<file path="src/rtl/alu_mc_if.sv">
// Issue/response bundle between operand fetch and the multi-cycle ALU.
interface alu_mc_if #(
    parameter int unsigned WIDTH = 16,
    parameter int unsigned PSW_W = 16
);
    logic             in_valid;
    logic             in_ready;
    logic [3:0]       op;
    logic             bw;
    logic [WIDTH-1:0] src;
    logic [WIDTH-1:0] dst;
    logic [PSW_W-1:0] PSW_i;
    logic             out_valid;
    logic             out_ready;
    logic [WIDTH-1:0] result;
    logic             wb_en;
    logic             op_err;
    logic [PSW_W-1:0] PSW_o;

    modport master (
        output in_valid, op, bw, src, dst, PSW_i, out_ready,
        input  in_ready, out_valid, result, wb_en, op_err, PSW_o
    );

    modport slave (
        input  in_valid, op, bw, src, dst, PSW_i, out_ready,
        output in_ready, out_valid, result, wb_en, op_err, PSW_o
    );
endinterface

</file>
<file path="src/rtl/alu_mc.sv">
// Multi-cycle byte/word ALU: one op per handshake, BCD add ripples one nibble per cycle.
// PSW layout V S N Z C at bits 4..0; only C, Z, N, V are ever rewritten.
module alu_mc #(
    parameter int unsigned WIDTH = 16,
    parameter int unsigned PSW_W = 16
) (
    input logic     Clock,
    input logic     Reset,
    alu_mc_if.slave bus
);
    localparam int unsigned NIB = WIDTH / 4;
    localparam int unsigned CW  = $clog2(NIB) + 1;

    typedef enum logic [1:0] {S_IDLE, S_EXEC, S_BCD, S_DONE} state_t;
    typedef enum logic [3:0] {
        OP_ADD, OP_ADDC, OP_SUB, OP_SUBC, OP_DADD, OP_CMP, OP_XOR, OP_AND,
        OP_BIT, OP_BIC, OP_BIS, OP_SRA, OP_RRC, OP_IL13, OP_IL14, OP_IL15
    } op_t;

    state_t           state_q, state_d;
    op_t              op_q;
    logic             bw_q;
    logic [WIDTH-1:0] src_q, dst_q, acc_q;
    logic [PSW_W-1:0] psw_q;
    logic             cy_q;
    logic [CW-1:0]    nib_q;

    logic [WIDTH-1:0] result_q;
    logic [PSW_W-1:0] psw_o_q;
    logic             out_valid_q, wb_en_q, op_err_q;
    logic             in_ready_c;

    // ---------------- FSM ----------------
    always_ff @(posedge Clock) begin
        if (Reset) state_q <= S_IDLE;
        else       state_q <= state_d;
    end

    logic bcd_last;

    always_comb begin
        state_d    = state_q;
        in_ready_c = 1'b0;
        case (state_q)
            S_IDLE: begin
                in_ready_c = 1'b1;
                if (bus.in_valid)
                    state_d = (op_t'(bus.op) == OP_DADD) ? S_BCD : S_EXEC;
            end
            S_EXEC: state_d = S_DONE;
            S_BCD:  if (bcd_last) state_d = S_DONE;
            S_DONE: if (out_valid_q && bus.out_ready) state_d = S_IDLE;
            default: state_d = S_IDLE;
        endcase
    end

    // ---------------- single-cycle datapath ----------------
    logic             sub_op, cin, d_msb, s_msb, r_msb, r_zero, shift_in, arith_c;
    logic [WIDTH-1:0] s_eff, arith_r, logic_r, shift_r, ex_r, ex_out;
    logic [WIDTH:0]   sum_w;
    logic [8:0]       sum_b;
    logic [PSW_W-1:0] ex_psw;
    logic             ex_wb, ex_err;

    always_comb begin
        sub_op = op_q inside {OP_SUB, OP_SUBC, OP_CMP};
        s_eff  = sub_op ? ~src_q : src_q;
        cin    = psw_q[0];
        if (op_q == OP_ADD) cin = 1'b0;
        if (op_q == OP_SUB || op_q == OP_CMP) cin = 1'b1;
        sum_w   = {1'b0, dst_q} + {1'b0, s_eff} + (WIDTH+1)'(cin);
        sum_b   = {1'b0, dst_q[7:0]} + {1'b0, s_eff[7:0]} + 9'(cin);
        d_msb   = bw_q ? dst_q[7] : dst_q[WIDTH-1];
        s_msb   = bw_q ? s_eff[7] : s_eff[WIDTH-1];
        arith_r = bw_q ? {dst_q[WIDTH-1:8], sum_b[7:0]} : sum_w[WIDTH-1:0];
        arith_c = bw_q ? sum_b[8] : sum_w[WIDTH];

        shift_in = (op_q == OP_SRA) ? d_msb : psw_q[0];
        shift_r  = bw_q ? {dst_q[WIDTH-1:8], shift_in, dst_q[7:1]}
                        : {shift_in, dst_q[WIDTH-1:1]};

        logic_r = dst_q | src_q;
        case (op_q)
            OP_XOR:         logic_r = dst_q ^ src_q;
            OP_AND, OP_BIT: logic_r = dst_q & src_q;
            OP_BIC:         logic_r = dst_q & ~src_q;
            default:        logic_r = dst_q | src_q;
        endcase
        if (bw_q) logic_r[WIDTH-1:8] = dst_q[WIDTH-1:8];

        ex_r = dst_q;
        case (op_q)
            OP_ADD, OP_ADDC, OP_SUB, OP_SUBC, OP_CMP:  ex_r = arith_r;
            OP_XOR, OP_AND, OP_BIT, OP_BIC, OP_BIS:    ex_r = logic_r;
            OP_SRA, OP_RRC:                            ex_r = shift_r;
            default:                                   ex_r = dst_q;
        endcase
        r_msb  = bw_q ? ex_r[7] : ex_r[WIDTH-1];
        r_zero = bw_q ? (ex_r[7:0] == '0) : (ex_r == '0);

        ex_psw = psw_q;
        ex_wb  = 1'b1;
        ex_err = 1'b0;
        case (op_q)
            OP_ADD, OP_ADDC, OP_SUB, OP_SUBC, OP_CMP: begin
                ex_psw[0] = arith_c;
                ex_psw[1] = r_zero;
                ex_psw[2] = r_msb;
                ex_psw[4] = (d_msb == s_msb) && (r_msb != s_msb);
            end
            OP_XOR, OP_AND, OP_BIT: begin
                ex_psw[0] = ~r_zero;
                ex_psw[1] = r_zero;
                ex_psw[2] = r_msb;
                ex_psw[4] = 1'b0;
            end
            OP_BIC, OP_BIS: ;
            OP_SRA, OP_RRC: begin
                ex_psw[0] = dst_q[0];
                ex_psw[1] = r_zero;
                ex_psw[2] = r_msb;
                ex_psw[4] = 1'b0;
            end
            default: begin
                ex_err = 1'b1;
                ex_wb  = 1'b0;
            end
        endcase
        if (op_q == OP_CMP || op_q == OP_BIT) ex_wb = 1'b0;
        ex_out = (op_q == OP_CMP) ? dst_q : ex_r;
    end

    // ---------------- BCD nibble step ----------------
    logic [CW+1:0]    nib_base;
    logic [4:0]       bcd_t;
    logic [3:0]       bcd_dig;
    logic             bcd_cy;
    logic [WIDTH-1:0] bcd_r;
    logic [PSW_W-1:0] bcd_psw;

    always_comb begin
        nib_base = {nib_q, 2'b00};
        bcd_t    = {1'b0, dst_q[nib_base +: 4]} + {1'b0, src_q[nib_base +: 4]} + 5'(cy_q);
        bcd_cy   = bcd_t > 5'd9;
        bcd_dig  = bcd_cy ? 4'(bcd_t - 5'd10) : bcd_t[3:0];
        bcd_r    = acc_q;
        bcd_r[nib_base +: 4] = bcd_dig;
        bcd_last = nib_q == (bw_q ? CW'(1) : CW'(NIB - 1));
        bcd_psw    = psw_q;
        bcd_psw[0] = bcd_cy;
        bcd_psw[1] = bw_q ? (bcd_r[7:0] == '0) : (bcd_r == '0);
        bcd_psw[2] = bw_q ? bcd_r[7] : bcd_r[WIDTH-1];
    end

    // ---------------- registers ----------------
    // Results land on the last compute edge; out_valid follows one edge later.
    always_ff @(posedge Clock) begin
        if (Reset) begin
            op_q        <= OP_ADD;
            bw_q        <= 1'b0;
            src_q       <= '0;
            dst_q       <= '0;
            acc_q       <= '0;
            psw_q       <= '0;
            cy_q        <= 1'b0;
            nib_q       <= '0;
            result_q    <= '0;
            psw_o_q     <= '0;
            out_valid_q <= 1'b0;
            wb_en_q     <= 1'b0;
            op_err_q    <= 1'b0;
        end else begin
            case (state_q)
                S_IDLE: if (bus.in_valid) begin
                    op_q  <= op_t'(bus.op);
                    bw_q  <= bus.bw;
                    src_q <= bus.src;
                    dst_q <= bus.dst;
                    acc_q <= bus.dst;
                    psw_q <= bus.PSW_i;
                    cy_q  <= bus.PSW_i[0];
                    nib_q <= '0;
                end
                S_EXEC: begin
                    result_q <= ex_out;
                    psw_o_q  <= ex_psw;
                    wb_en_q  <= ex_wb;
                    op_err_q <= ex_err;
                end
                S_BCD: begin
                    acc_q <= bcd_r;
                    cy_q  <= bcd_cy;
                    nib_q <= nib_q + CW'(1);
                    if (bcd_last) begin
                        result_q <= bcd_r;
                        psw_o_q  <= bcd_psw;
                        wb_en_q  <= 1'b1;
                        op_err_q <= 1'b0;
                    end
                end
                S_DONE: begin
                    if (!out_valid_q)         out_valid_q <= 1'b1;
                    else if (bus.out_ready)   out_valid_q <= 1'b0;
                end
                default: ;
            endcase
        end
    end

    assign bus.in_ready  = in_ready_c;
    assign bus.out_valid = out_valid_q;
    assign bus.result    = result_q;
    assign bus.PSW_o     = psw_o_q;
    assign bus.wb_en     = wb_en_q;
    assign bus.op_err    = op_err_q;
endmodule

</file>
<file path="src/flat_wrapper.sv">
// flat-port wrapper written by rule: the top's interface ports become plain ports
module alu_mc_flat 
#(
    parameter int unsigned WIDTH = 16,
    parameter int unsigned PSW_W = 16
)
  (Clock, Reset, bus_in_valid, bus_op, bus_bw, bus_src, bus_dst, bus_PSW_i, bus_out_ready, bus_in_ready, bus_out_valid, bus_result, bus_wb_en, bus_op_err, bus_PSW_o);
  alu_mc_if #(.WIDTH(WIDTH), .PSW_W(PSW_W)) bus_i ();
  input logic Clock;
  input logic Reset;
  input wire logic [$bits(bus_i.in_valid)-1:0] bus_in_valid;
  input wire logic [$bits(bus_i.op)-1:0] bus_op;
  input wire logic [$bits(bus_i.bw)-1:0] bus_bw;
  input wire logic [$bits(bus_i.src)-1:0] bus_src;
  input wire logic [$bits(bus_i.dst)-1:0] bus_dst;
  input wire logic [$bits(bus_i.PSW_i)-1:0] bus_PSW_i;
  input wire logic [$bits(bus_i.out_ready)-1:0] bus_out_ready;
  output wire logic [$bits(bus_i.in_ready)-1:0] bus_in_ready;
  output wire logic [$bits(bus_i.out_valid)-1:0] bus_out_valid;
  output wire logic [$bits(bus_i.result)-1:0] bus_result;
  output wire logic [$bits(bus_i.wb_en)-1:0] bus_wb_en;
  output wire logic [$bits(bus_i.op_err)-1:0] bus_op_err;
  output wire logic [$bits(bus_i.PSW_o)-1:0] bus_PSW_o;
  assign bus_i.in_valid = bus_in_valid;
  assign bus_i.op = bus_op;
  assign bus_i.bw = bus_bw;
  assign bus_i.src = bus_src;
  assign bus_i.dst = bus_dst;
  assign bus_i.PSW_i = bus_PSW_i;
  assign bus_i.out_ready = bus_out_ready;
  assign bus_in_ready = bus_i.in_ready;
  assign bus_out_valid = bus_i.out_valid;
  assign bus_result = bus_i.result;
  assign bus_wb_en = bus_i.wb_en;
  assign bus_op_err = bus_i.op_err;
  assign bus_PSW_o = bus_i.PSW_o;
  alu_mc #(.WIDTH(WIDTH), .PSW_W(PSW_W)) u_core (.Clock(Clock), .Reset(Reset), .bus(bus_i));
endmodule
</file>
<file path="config.mk">
export PLATFORM = sky130hd
export DESIGN_NAME = alu_mc_flat
export DESIGN_NICKNAME = d
export VERILOG_FILES = /design/src/rtl/alu_mc_if.sv /design/src/rtl/alu_mc.sv /design/src/flat_wrapper.sv
export SDC_FILE = /design/constraint.sdc
export NUM_CORES = 1
export LEC_CHECK = 0
export CORE_UTILIZATION = 57
export DETAILED_ROUTE_END_ITERATION = 10
export GPL_TIMING_DRIVEN = 1
export PLACE_DENSITY = 0.89
export SKIP_CTS_REPAIR_TIMING = 1
export SYNTH_ARGS = -nofsm -noshare
export SYNTH_HDL_FRONTEND = slang
export SYNTH_SLANG_ARGS = --single-unit
export TNS_END_PERCENT = 10
</file>
<file path="constraint.sdc">
create_clock -name Clock -period 6.1 [get_ports Clock]
set_input_delay 0.61 -clock Clock [delete_from_list [all_inputs] [get_ports Clock]]
set_output_delay 0.61 -clock Clock [all_outputs]
set_load 0.01 [all_outputs]
</file>
==> metrics.txt <==
# TYPE chip_impl_metric gauge
chip_impl_metric{name="layout-drive-gt1-share",unit=""} 0.05086
chip_impl_metric{name="final_core_utilization",unit=""} 0.6860
chip_impl_metric{name="route.detailed.drc",unit=""} 0
chip_impl_metric{name="postPlaceCellArea",unit="mm2"} 0.008881
chip_impl_metric{name="skew",unit="ns"} 0.01843
chip_impl_metric{name="totalNegativeSetupSlack",unit="ns"} 0
chip_impl_metric{name="adder_cell_share_of_the_synthesized_area",unit=""} 0.07466
chip_impl_metric{name="synth-simple-area-share",unit=""} 0.2226
chip_impl_metric{name="post-synth-top-area-fraction",unit=""} 0.2772
chip_impl_info{name="status",value="complete, no violations"} 1
chip_impl_metric{name="die-height",unit="um"} 120.1
chip_impl_metric{name="grt_antenna_before_repair",unit=""} 0
chip_impl_metric{name="chipWidth",unit="um"} 120.1
chip_impl_metric{name="synth.cell_area",unit="mm2"} 0.007944
chip_impl_info{name="timing.hold.worst_endpoint",value="u_core.bus.PSW_o[14]$_SDFFE_PP0P_"} 1
chip_impl_metric{name="grt_max_degree",unit=""} 58
chip_impl_metric{name="synth-compound-area-share",unit=""} 0.2928
chip_impl_metric{name="rows",unit=""} 42
chip_impl_metric{name="report.final.slew_viol_count",unit=""} 0
chip_impl_metric{name="synthesis_stage_register_bit_count",unit=""} 110
chip_impl_info{name="synth_top_family_by_area",value="compound AO/OA/AOI/OAI gates"} 1
chip_impl_metric{name="edff_count_synth",unit=""} 0
chip_impl_metric{name="critical_path_peak_fanout",unit=""} 29
chip_impl_info{name="worst_path_max_delay_cell",value="dfxtp_1"} 1
chip_impl_metric{name="place.gp.congestion",unit=""} 0.9982
chip_impl_metric{name="netlist-cell-type-count",unit=""} 76
chip_impl_metric{name="final_period_minus_worst_setup_slack",unit="ns"} 4.768
chip_impl_metric{name="net_count_of_the_finished_layout",unit=""} 1257
chip_impl_metric{name="worst-r2r-cell-count",unit=""} 17
chip_impl_info{name="timing.critical_path.from_type",value="flip-flop"} 1
chip_impl_metric{name="whs",unit="ns"} 0.4520
chip_impl_info{name="end_kind",value="flip-flop"} 1
chip_impl_metric{name="place.detailed.hpwl",unit="um"} 18540
chip_impl_metric{name="setup_violation_total_in_the_final_timing_report",unit=""} 0
chip_impl_info{name="cts_tree",value="yes"} 1
chip_impl_metric{name="vias",unit=""} 8535
chip_impl_metric{name="globalRouteMet3Util",unit=""} 0.08317
chip_impl_metric{name="track_usage",unit=""} 0.3668
chip_impl_metric{name="tritoncts.num_buffers",unit=""} 9
chip_impl_info{name="crit-reg2reg-capture",value="u_core.bus.PSW_o[0]$_SDFFE_PP0P_"} 1
chip_impl_metric{name="final_worst_path_period_share",unit=""} 0.7816
chip_impl_metric{name="total_power",unit="mW"} 3.850
chip_impl_metric{name="wl_per_cell",unit="um"} 19.27
chip_impl_metric{name="grt_use_met1",unit=""} 0.4752
chip_impl_metric{name="synth-seq-area-share",unit=""} 0.2772
chip_impl_metric{name="first_global_vias",unit=""} 7956
chip_impl_metric{name="layout.cell_area.non_filler",unit="mm2"} 0.009193
chip_impl_info{name="yosysMostFrequentCell",value="nand2_1"} 1
chip_impl_metric{name="post_synthesis_cells",unit=""} 1113
chip_impl_info{name="post_synth_top_cells",value="nand2_1 (239), a21oi_1 (136), dfxtp_1 (110)"} 1
chip_impl_metric{name="drt-pass1-iter-count",unit=""} 6
chip_impl_metric{name="worst_ir_drop_vdd",unit="mV"} 0.2699
chip_impl_metric{name="synth_area_per_cell",unit="um2"} 7.137
chip_impl_info{name="synth.area.top_cells",value="dfxtp_1 (28%), nand2_1 (11%), a21oi_1 (8.6%)"} 1
chip_impl_info{name="synth_flop_cell",value="dfxtp_1"} 1
chip_impl_metric{name="die_area",unit="mm2"} 0.01441
chip_impl_metric{name="area_growth",unit="%"} 15.72
chip_impl_metric{name="globalRouteOverflowTotal",unit=""} 0
chip_impl_metric{name="port_buffers",unit=""} 92
chip_impl_metric{name="synth_mux_area_frac",unit=""} 0.03497
chip_impl_metric{name="number_of_instances_on_the_worst_hold_path",unit=""} 2
chip_impl_metric{name="leakage",unit="nW"} 3.278
chip_impl_metric{name="arrival",unit="ns"} 5.04
chip_impl_metric{name="routing_usage_on_met2",unit=""} 0.5758
chip_impl_metric{name="final_antenna_net_count",unit=""} 0
chip_impl_metric{name="reg_clk_slew_reported_paths",unit="ns"} 0.09
chip_impl_metric{name="dr.first_iter.drc_count",unit=""} 1057
chip_impl_metric{name="h-tree-depth",unit=""} 3
chip_impl_info{name="grt-busiest-layer",value="met2"} 1
chip_impl_metric{name="timing.max_cap.violations",unit=""} 0
chip_impl_metric{name="required",unit="ns"} 6.38
chip_impl_info{name="setup.worst_path.class",value="flip-flop to flip-flop"} 1
chip_impl_metric{name="placeableCoreArea",unit="mm2"} 0.01340
chip_impl_metric{name="cts.sinks",unit=""} 110
chip_impl_metric{name="number_of_nets_in_the_synthesized_netlist",unit=""} 1215
chip_impl_metric{name="timing.max_slew.rel_slack",unit=""} 0.3192
chip_impl_info{name="cts_root_buf",value="clkbuf_16"} 1
chip_impl_metric{name="drt-total-wl",unit="um"} 25750
chip_impl_metric{name="timing.reg2reg.setup_slack",unit="ns"} 1.33
chip_impl_metric{name="finalHoldViolCount",unit=""} 0
chip_impl_metric{name="initial_core_util",unit=""} 0.5928
chip_impl_info{name="critical_path.cell_chain",value="nor2b_1 -> nand2_1 -> a21oi_2 -> buf_4 -> xnor2_1 -> inv_1 -> fa_1 -> and2b_1 -> o2111ai_1 -> and3_1 -> or2_4 -> xnor2_1 -> a2111oi_2 -> o2111ai_1 -> nor4_2 -> o21ai_1 -> a211o_1"} 1
chip_impl_metric{name="timing.fmax",unit="MHz"} 209.7
chip_impl_metric{name="clkLatencyLatePin",unit="ns"} 0.38
chip_impl_info{name="worstReg2RegStart",value="u_core.op_q[2]$_SDFFE_PP0P_"} 1
chip_impl_metric{name="synth-xor-area-share",unit=""} 0.03402
chip_impl_info{name="rsz_0062_raised_after_global_routing",value="false"} 1
chip_impl_metric{name="detail_route.vias_per_cell",unit=""} 6.388
chip_impl_metric{name="yosysWarnings",unit=""} 0
chip_impl_metric{name="power_density",unit="mW/mm2"} 418.8
chip_impl_info{name="hold_path.class",value="flip-flop to flip-flop"} 1
chip_impl_metric{name="tightestPinTransition",unit="ns"} 1.021
chip_impl_info{name="synth_top_area_cell",value="dfxtp_1"} 1
chip_impl_metric{name="grt_first_pass_wirelength",unit="um"} 41230
chip_impl_metric{name="number_of_ports_placed_on_the_die_boundary",unit=""} 93
chip_impl_metric{name="max_stage_delay",unit="ns"} 0.87
chip_impl_metric{name="cts_max_path_buffers",unit=""} 2
chip_impl_metric{name="antenna-diode-count",unit=""} 0
chip_impl_metric{name="async_flop_share",unit=""} 0
chip_impl_info{name="hold_path.startpoint",value="u_core.psw_q[14]$_SDFFE_PP0P_"} 1
==> worst max-delay path: cells and delay by family (launching register included) <==
kind	cells	cell delay, ns
buf+inv	2	0.40
xor+xnor	2	0.35
compound gates	6	1.33
fa+ha+maj	1	0.44
simple gates	6	1.25
flops	1	0.87
==> metal layers <==
layer | up-vias | wire length [um]
met5 | - | 0
met4 | 0 | 1191
met3 | 103 | 2481
met2 | 458 | 11610
met1 | 3961 | 10460
li1 | 4013 | -
==> power by group <==
group	internal, mW	leakage [nW]	switching [mW]
combinational	0.831	2.23	1.31
clock	0.294	0.151	0.316
sequential	0.890	0.902	0.212
total	2.02	3.28	1.83
==> flip-flops by register name, summed over array words and instances (netlist names), 2 cells and up <==
register and cells:
u_core.nib_q 3, u_core.src_q 16, u_core.acc_q 16, u_core.dst_q 16
u_core.bus.PSW_o 16, u_core.psw_q 16, u_core.state_q 2, u_core.bus.result 16
u_core.op_q 4
==> layout by cell type (no fill, tap or decap), drive strengths merged, types with 4 or more instances in the layout <==
cell and instances:
nand2 239, a21oi 138, dfxtp 110, clkdlybuf4s50 91, nor2 87, o21ai 81
inv 54, ha 41, xnor2 23, nand2b 22, o211ai 20, a211oi 17
buf 16, a311oi 15, a221oi 14, mux2i 12, nor3 12, a31oi 12
nand3 11, and2 10, a22oi 9, clkbuf 9, o22ai 7, xor2 7
mux4 6, nor2b 6, a21o 6, and3 6, o21a 5, o32ai 4
nand4 4, fa 4, o31ai 4, a21boi 4, clkinv 4, a2111oi 4
==> how the worst max path moves through the flow <==
stage               depth (start not counted)  slack [ns]                                to                   startpoint
detailed placement                         17        1.41  u_core.bus.PSW_o[0]$_SDFFE_PP0P_  u_core.op_q[2]$_SDFFE_PP0P_
finish                                     17        1.33  u_core.bus.PSW_o[0]$_SDFFE_PP0P_  u_core.op_q[2]$_SDFFE_PP0P_
floorplan                                  19        1.65  u_core.bus.PSW_o[0]$_SDFFE_PP0P_  u_core.op_q[0]$_SDFFE_PP0P_
CTS                                        17        1.39  u_core.bus.PSW_o[0]$_SDFFE_PP0P_  u_core.op_q[2]$_SDFFE_PP0P_
global route                               17        0.99  u_core.bus.PSW_o[0]$_SDFFE_PP0P_  u_core.op_q[2]$_SDFFE_PP0P_
global placement                           17        1.58  u_core.bus.PSW_o[0]$_SDFFE_PP0P_  u_core.op_q[2]$_SDFFE_PP0P_
==> metrics by stage <==
| stage | setup WS [ns] | cells |
|---|---|---|
| 6_report | 1.332 | 1336 |
| 3_5_place_dp | 1.409 | 1320 |
| 5_1_grt | 0.9922 | 1336 |
| 4_1_cts | 1.392 | 1336 |
| 2_1_floorplan | 1.649 | 1113 |
| 3_3_place_gp | 1.580 | 1320 |
==> area by class of cell <==
type                       count  area, um2
timing repair buffer         107       1031
clock inverter                 7      86.33
fill                        1134       4208
tap                          176      220.2
sequential                   110       2202
clock buffer                   9      225.2
multi-input combinational    876       5236
inverter                      51      191.4
==> cell families after synthesis <==
family | after synthesis
AO/OA/AOI/OAI | 368
XOR/XNOR | 30
adder cells (fa/ha/maj) | 45
buffers and inverters | 127
flip-flops | 110
multiplexers | 20
AND/OR/NAND/NOR | 413
(Power assumes the default switching activity.)
